`src/rtl/uart_pkg.sv`:
```
`default_nettype none
// =====================================================================
// uart_pkg : parity modes, FSM encodings and counter sizing for uart_ng
// Revision : 1.0 - initial release
// =====================================================================
package uart_pkg;

  localparam int PARITY_NONE = 0;
  localparam int PARITY_ODD  = 1;
  localparam int PARITY_EVEN = 2;
  localparam int OVERSAMPLE  = 16;

  typedef enum logic [2:0] {
    RX_IDLE   = 3'd0,
    RX_START  = 3'd1,
    RX_DATA   = 3'd2,
    RX_PARITY = 3'd3,
    RX_STOP   = 3'd4
  } rx_state_t;

  typedef enum logic [2:0] {
    TX_IDLE   = 3'd0,
    TX_START  = 3'd1,
    TX_DATA   = 3'd2,
    TX_PARITY = 3'd3,
    TX_STOP   = 3'd4
  } tx_state_t;

  // Bits needed to hold values 0..value-1, never less than one.
  function automatic int log2(input int value);
    int result;
    result = 1;
    while ((1 << result) < value) result = result + 1;
    return result;
  endfunction

endpackage
`default_nettype wire

```
`src/rtl/uart_baud_tick.sv`:
```
`default_nettype none
// =====================================================================
// uart_baud_tick : free-running divider, one tick every DIV clocks
// Revision       : 1.0 - initial release
// =====================================================================
module uart_baud_tick
  import uart_pkg::*;
#(
  parameter int DIV = 1
) (
  input  logic clk,
  input  logic rst,
  output logic tick
);

  localparam int            CW   = log2(DIV);
  localparam logic [CW-1:0] LAST = CW'(DIV - 1);

  logic [CW-1:0] count;

  always_ff @(posedge clk or negedge rst) begin
    if (!rst) begin
      count <= '0;
    end else if (count == LAST) begin
      count <= '0;
    end else begin
      count <= count + CW'(1);
    end
  end

  assign tick = (count == LAST);

endmodule
`default_nettype wire

```
`src/rtl/uart_ng.sv`:
```
`default_nettype none
// =====================================================================
// uart_ng  : full-duplex 16x-oversampled UART with sticky errors and idle timeout
// Revision : 1.0 - initial release
// =====================================================================
module uart_ng
  import uart_pkg::*;
#(
  parameter int CLK_FREQ     = 100000000,
  parameter int BAUD_RATE    = 115200,
  parameter int DATA_BITS    = 8,
  parameter int PARITY       = 0,
  parameter int STOP_BITS    = 1,
  parameter int TIMEOUT_BITS = 4
) (
  input  logic                 clk,
  input  logic                 rst,
  input  logic                 rx,
  output logic                 tx,
  input  logic [DATA_BITS-1:0] tx_data,
  input  logic                 tx_valid,
  output logic                 tx_ready,
  output logic [DATA_BITS-1:0] rx_data,
  output logic                 rx_valid,
  input  logic                 rx_ready,
  output logic                 rx_busy,
  output logic                 rx_timeout,
  output logic                 err_frame,
  output logic                 err_parity,
  output logic                 err_overrun,
  input  logic                 err_clear
);

  localparam int         DIV        = CLK_FREQ / (BAUD_RATE * OVERSAMPLE);
  localparam int         TW         = log2(TIMEOUT_BITS + 1);
  localparam logic [3:0] LAST_DATA  = 4'(DATA_BITS - 1);
  localparam logic [3:0] LAST_STOP  = 4'(STOP_BITS - 1);
  localparam logic       ODD_FLIP   = (PARITY == PARITY_ODD);
  localparam bit         HAS_PARITY = (PARITY != PARITY_NONE);

  generate
    if (DIV < 1 || DATA_BITS < 5 || DATA_BITS > 9 || STOP_BITS < 1 || STOP_BITS > 2 ||
        (PARITY != PARITY_NONE && PARITY != PARITY_ODD && PARITY != PARITY_EVEN)) begin : g_param_check
      $error("uart_ng: illegal parameter set (DIV must be >= 1)");
    end
  endgenerate

  logic tick;

  uart_baud_tick #(.DIV(DIV)) u_baud_tick (
    .clk  (clk),
    .rst  (rst),
    .tick (tick)
  );

  logic rx_meta, rxs, rxs_d;

  always_ff @(posedge clk or negedge rst) begin
    if (!rst) begin
      rx_meta <= 1'b1;
      rxs     <= 1'b1;
      rxs_d   <= 1'b1;
    end else begin
      rx_meta <= rx;
      rxs     <= rx_meta;
      rxs_d   <= rxs;
    end
  end

  rx_state_t            rx_state;
  logic [3:0]           rx_phase, rx_bits, idle_phase;
  logic [DATA_BITS-1:0] rx_shift;
  logic [TW-1:0]        idle_bits;
  logic                 s7, s8, rx_bit, rx_par_bad, idle_armed;
  logic                 vote, start_edge;

  // Majority of the phase-7/8 samples and the live phase-9 level.
  assign vote       = (s7 & s8) | (s7 & rxs) | (s8 & rxs);
  assign start_edge = rxs_d & ~rxs;

  always_ff @(posedge clk or negedge rst) begin
    if (!rst) begin
      rx_state    <= RX_IDLE;
      rx_phase    <= 4'd0;
      rx_bits     <= 4'd0;
      rx_shift    <= '0;
      rx_data     <= '0;
      rx_valid    <= 1'b0;
      rx_busy     <= 1'b0;
      rx_timeout  <= 1'b0;
      s7          <= 1'b1;
      s8          <= 1'b1;
      rx_bit      <= 1'b1;
      rx_par_bad  <= 1'b0;
      idle_phase  <= 4'd0;
      idle_bits   <= '0;
      idle_armed  <= 1'b0;
      err_frame   <= 1'b0;
      err_parity  <= 1'b0;
      err_overrun <= 1'b0;
    end else begin
      rx_timeout <= 1'b0;
      if (err_clear) begin
        err_frame   <= 1'b0;
        err_parity  <= 1'b0;
        err_overrun <= 1'b0;
      end
      if (rx_valid && rx_ready) rx_valid <= 1'b0;
      if (tick) begin
        if (rx_phase == 4'd7) s7 <= rxs;
        if (rx_phase == 4'd8) s8 <= rxs;
        if (rx_phase == 4'd9) rx_bit <= vote;
        rx_phase <= (rx_phase == 4'd15) ? 4'd0 : rx_phase + 4'd1;
      end
      case (rx_state)
        RX_IDLE: begin
          if (start_edge) begin
            rx_state   <= RX_START;
            rx_phase   <= 4'd0;
            rx_busy    <= 1'b1;
            rx_par_bad <= 1'b0;
            idle_armed <= 1'b0;
            idle_bits  <= '0;
          end else if (idle_armed && rxs && tick) begin
            // The first wrap closes the stop bit; TIMEOUT_BITS more wraps are idle bits.
            if (idle_phase == 4'd15) begin
              idle_phase <= 4'd0;
              if (idle_bits == TW'(TIMEOUT_BITS)) begin
                rx_timeout <= 1'b1;
                idle_armed <= 1'b0;
              end else begin
                idle_bits <= idle_bits + TW'(1);
              end
            end else begin
              idle_phase <= idle_phase + 4'd1;
            end
          end
        end
        RX_START: begin
          if (tick && rx_phase == 4'd8 && rxs) begin
            rx_state <= RX_IDLE;
            rx_busy  <= 1'b0;
          end else if (tick && rx_phase == 4'd15) begin
            rx_state <= RX_DATA;
            rx_bits  <= 4'd0;
          end
        end
        RX_DATA: begin
          if (tick && rx_phase == 4'd15) begin
            rx_shift <= {rx_bit, rx_shift[DATA_BITS-1:1]};
            if (rx_bits == LAST_DATA) begin
              rx_state <= HAS_PARITY ? RX_PARITY : RX_STOP;
            end else begin
              rx_bits <= rx_bits + 4'd1;
            end
          end
        end
        RX_PARITY: begin
          if (tick && rx_phase == 4'd15) begin
            rx_par_bad <= rx_bit ^ (^rx_shift) ^ ODD_FLIP;
            rx_state   <= RX_STOP;
          end
        end
        RX_STOP: begin
          if (tick && rx_phase == 4'd9) begin
            rx_state   <= RX_IDLE;
            rx_busy    <= 1'b0;
            idle_armed <= 1'b1;
            idle_phase <= 4'd10;
            idle_bits  <= '0;
            if (!vote) err_frame <= 1'b1;
            if (rx_par_bad) err_parity <= 1'b1;
            if (vote && !rx_par_bad) begin
              if (!rx_valid || rx_ready) begin
                rx_data  <= rx_shift;
                rx_valid <= 1'b1;
              end else begin
                err_overrun <= 1'b1;
              end
            end
          end
        end
        default: rx_state <= RX_IDLE;
      endcase
    end
  end

  tx_state_t            tx_state;
  logic [3:0]           tx_phase, tx_bits;
  logic [DATA_BITS-1:0] tx_shift;
  logic                 tx_par, tx_bit_end;

  assign tx_ready   = (tx_state == TX_IDLE);
  assign tx_bit_end = tick && (tx_phase == 4'd15);

  always_ff @(posedge clk or negedge rst) begin
    if (!rst) begin
      tx_state <= TX_IDLE;
      tx       <= 1'b1;
      tx_phase <= 4'd0;
      tx_bits  <= 4'd0;
      tx_shift <= '0;
      tx_par   <= 1'b0;
    end else begin
      if (tick && tx_state != TX_IDLE) tx_phase <= (tx_phase == 4'd15) ? 4'd0 : tx_phase + 4'd1;
      case (tx_state)
        TX_IDLE: begin
          tx <= 1'b1;
          if (tx_valid) begin
            tx_shift <= tx_data;
            tx_par   <= (^tx_data) ^ ODD_FLIP;
            tx_state <= TX_START;
            tx_phase <= 4'd0;
          end
        end
        TX_START: begin
          // tx still high means the start bit begins on this tick.
          if (tick && tx) begin
            tx       <= 1'b0;
            tx_phase <= 4'd0;
          end else if (tx_bit_end) begin
            tx_state <= TX_DATA;
            tx       <= tx_shift[0];
            tx_bits  <= 4'd0;
          end
        end
        TX_DATA: begin
          if (tx_bit_end) begin
            if (tx_bits == LAST_DATA) begin
              tx_state <= HAS_PARITY ? TX_PARITY : TX_STOP;
              tx       <= HAS_PARITY ? tx_par : 1'b1;
              tx_bits  <= 4'd0;
            end else begin
              tx_bits  <= tx_bits + 4'd1;
              tx_shift <= tx_shift >> 1;
              tx       <= tx_shift[1];
            end
          end
        end
        TX_PARITY: begin
          if (tx_bit_end) begin
            tx_state <= TX_STOP;
            tx       <= 1'b1;
            tx_bits  <= 4'd0;
          end
        end
        TX_STOP: begin
          if (tx_bit_end) begin
            if (tx_bits == LAST_STOP) tx_state <= TX_IDLE;
            else tx_bits <= tx_bits + 4'd1;
          end
        end
        default: tx_state <= TX_IDLE;
      endcase
    end
  end

endmodule
`default_nettype wire

```
`config.mk`:
```
export PLATFORM = sky130hd
export DESIGN_NAME = uart_ng
export DESIGN_NICKNAME = d
export VERILOG_FILES = /design/src/rtl/uart_pkg.sv /design/src/rtl/uart_baud_tick.sv /design/src/rtl/uart_ng.sv
export SDC_FILE = /design/constraint.sdc
export NUM_CORES = 1
export LEC_CHECK = 0
export CAP_MARGIN = 15
export CORE_AREA = 4 4 104 87
export CTS_CLUSTER_SIZE = 28
export DETAILED_ROUTE_END_ITERATION = 8
export DIE_AREA = 0 0 108 91
export GPL_TIMING_DRIVEN = 1
export PLACE_DENSITY = 0.68
export SYNTH_ARGS = -nofsm -noshare
export SYNTH_HDL_FRONTEND = slang
export SYNTH_HIERARCHICAL = 1
export SYNTH_SLANG_ARGS = --single-unit
export TNS_END_PERCENT = 50
```
`constraint.sdc`:
```
create_clock -name clk -period 5.58 [get_ports clk]
set_input_delay 1.116 -clock clk [delete_from_list [all_inputs] [get_ports clk]]
set_output_delay 1.116 -clock clk [all_outputs]
set_load 0.01 [all_outputs]
```
==> reports/metrics.csv <==
metric,value,unit
sequential share of the synthesized area,0.477,
Worst path slowest cell,or3_1,
Hold Path Stages,0,
critical path class,reg2out,
Post-synth EDFFs,0,
WL/cell,14.2,µm
CTS Buffer Depth,2,
crit share post-route,0.572,
min Tclk post-route,3190,ps
Crit path arrival time,2080,ps
setup violators final,0,
HPWL after DPL,5140,µm
NumNets Final,428,
crit path cell chain,"or3_1, inv_1, clkdlybuf4s50_1",
unrepaired setup endpoints after global routing,no,
die area,0.00983,mm²
Routed WL,7310,µm
"top cells by area, synth","dfrtp_1 43%, mux2_2 7.2%, nand2_1 5.5%",
Synth Register Bits,74,
Post-DRT Antenna Nets,0,
Worst Path Buf+Inv,2,
Power per Cell Area,226,mW/mm²
Placement Cell Area,0.00425,mm²
"Avg Cell Area, Syn",10.5,µm²
port bufs,29,
Worst Path Required,4460,ps
hold_sp,rx_meta$_DFF_PN1_,
MaxCap Viol Count,0,
Vias,2734,
drt pass-1 iters,4,
Overflow after GRT,0,
synthesized area,0.00390,mm²
Worst Hold End,rxs$_DFF_PN1_,
most common cell in the netlist,dfrtp_1,
f_max,313,MHz
vias in the first global route,2629,
synthesis-to-finish area growth,13.3,%
die height,91,µm
cts bufs inserted,9,
Main synth FF type,dfrtp_1,
layout cell share with drive strength beyond 1,0.160,
Core Box Area,0.00787,mm²
Boundary Pins,30,
CTS Root Cell,clkbuf_8,
setup bufs post-CTS,0,
final total power,0.999,mW
final std cells w/o fill,515,
Synth Area in Compound Gates,0.101,
Post-Synth Simple-Gate Area,0.213,
fin area,0.00442,mm²
initial antenna violation count,0,
largest family of logic cells by synthesized area,simple AND/OR/NAND/NOR gates,
post-CTS sizing,0,
maximum VDD drop,0.000132,V
cell row count,29,
Worst path max stage delay,540,ps
synth cell count leaders,"67 x dfrtp_1, 57 x nand2_1, 25 x mux2_2",
Slew HR,0.383,
Via density,5.31,
Slew @ Worst Pin,925,ps
chip width,108,µm
synthesis warning total,6,
Reg2Reg Depth,9,
pre-CTS WS,2720,ps
"FFs w/ async S/R, synth",1.00,
starting density of the core,0.496,
Adder-Cell Fraction of Synth Area,0.0410,
placed cells,499,
critical path launch point type,flop,
leading area contributor after synthesis,dfrtp_1,
first-pass GRT wire length,12600,µm
CP top delay family,buffers and inverters,
reg2reg end,rx_data[6]$_DFFE_PN0P_,
Antenna diodes,0,
Min Hold Slack,359,ps
largest net degree at the start of global routing,75,
Post-Route Skew,9.82,ps
drt drc,0,
R2R Setup Slk,2860,ps
status,finished clean,
Clock Pin Slew Worst Setup and Hold Paths,80,ps
XOR/XNOR share of the synthesized area,0.0372,
clk_lat worst skew,340,ps
All-Layer GR Usage,0.159,
post-synthesis mux area share,0.0913,
Util after Layout,0.562,
leak pwr,2.00,nW
GP Congestion,0.828,
RR Startpoint,u_baud_tick/count[1]$_DFF_PN0_,
setup_tns,0,ps
CTS tree,yes,
Post-CTS Hold Fix Bufs,0,
syn_nets,399,
Worst setup EP type,output pin,
Synth top area share,0.429,
final hold vios,0,
Slew Limit Fails,0,
Hold/Removal Path Class,reg2reg,
Unique masters post-synth,64,
number of H-tree levels,3,
Mapped Cells,373,
final worst slack,2390,ps
DR iter-0 viols,115,
clock tree sinks,74,
crit path max fanout,16,
area by class of cell:
type	count	area, µm²
Sequential cell	74	1860
Clock inverter	5	30.0
Tap cell	108	135
Clock buffer	11	141
Inverter	16	60.1
Timing Repair Buffer	31	303
Fill cell	712	3450
Multi-Input combinational cell	270	1890
flip-flops by register name, indices dropped and copies added, names as in the netlist, 3 cells and up:
| name | cells |
|---|---|
| u_baud_tick/count | 6 |
| rx_shift | 8 |
| rx_bits | 4 |
| rx_state | 3 |
| tx_phase | 4 |
| rx_data | 8 |
| rx_phase | 4 |
| tx_state | 3 |
| tx_bits | 4 |
| idle_bits | 3 |
| tx_shift | 8 |
| idle_phase | 4 |
cells by family (layout without fill, tap and decap cells):
kind of cell    count (synthesis)  after routing
simple gates                  152            152
xor+xnor                       15             15
fa+ha+maj                      13             13
compound gates                 58             58
buf+inv                        29             63
flops                          74             74
mux                            32             32
per-layer routing:
layer  vias up  global-route usage  wire (µm)
li1       1372                   -          -
met1      1313               0.234       3730
met2        44               0.232       3200
met3         5              0.0496        334
met4         0              0.0315         51
met5         -                   0          0
worst register-to-register path, delay by kind of cell, from the launching register on:
| kind | cells | cell delay (ps) |
|---|---|---|
| flops | 1 | 410 |
| fa+ha+maj | 1 | 150 |
| buf+inv | 2 | 360 |
| simple gates | 5 | 1290 |
| mux | 1 | 410 |
placed cells by master (no fill, tap or decap), types with 4 or more instances in the layout:
master / netlist / layout
nor2b_1: 6 / 6
nand2_1: 57 / 57
ha_1: 12 / 12
o22ai_1: 5 / 5
o21ai_0: 14 / 14
a21oi_1: 14 / 14
clkdlybuf4s50_1: 0 / 28
mux2_2: 25 / 25
a21o_1: 5 / 5
nand3_1: 16 / 16
nor2_1: 22 / 22
mux2i_1: 6 / 6
nand4_1: 4 / 4
clkbuf_8: 0 / 10
dfstp_2: 7 / 7
xor2_1: 5 / 5
dfrtp_1: 67 / 67
nor3_1: 8 / 7
inv_1: 16 / 16
and3_1: 5 / 5
xnor2_1: 9 / 9
report_power, final:
group,internal [mW],switching [mW]
clock,0.171,0.194
sequential,0.550,0.0106
combinational,0.0323,0.0405
worst max-delay path by stage:
stage | from | to | cells after the start
floorplan | u_baud_tick/count[1]$_DFF_PN0_ | rx_data[0]$_DFFE_PN0P_ | 10
global placement | rx_ready | rx_data[1]$_DFFE_PN0P_ | 4
detailed placement | rx_ready | rx_data[6]$_DFFE_PN0P_ | 4
CTS | tx_state[0]$_DFFE_PN0P_ | tx_ready | 3
global route | tx_state[0]$_DFFE_PN0P_ | tx_ready | 3
finish | tx_state[0]$_DFFE_PN0P_ | tx_ready | 3
Power figures use the tool's default switching activity.
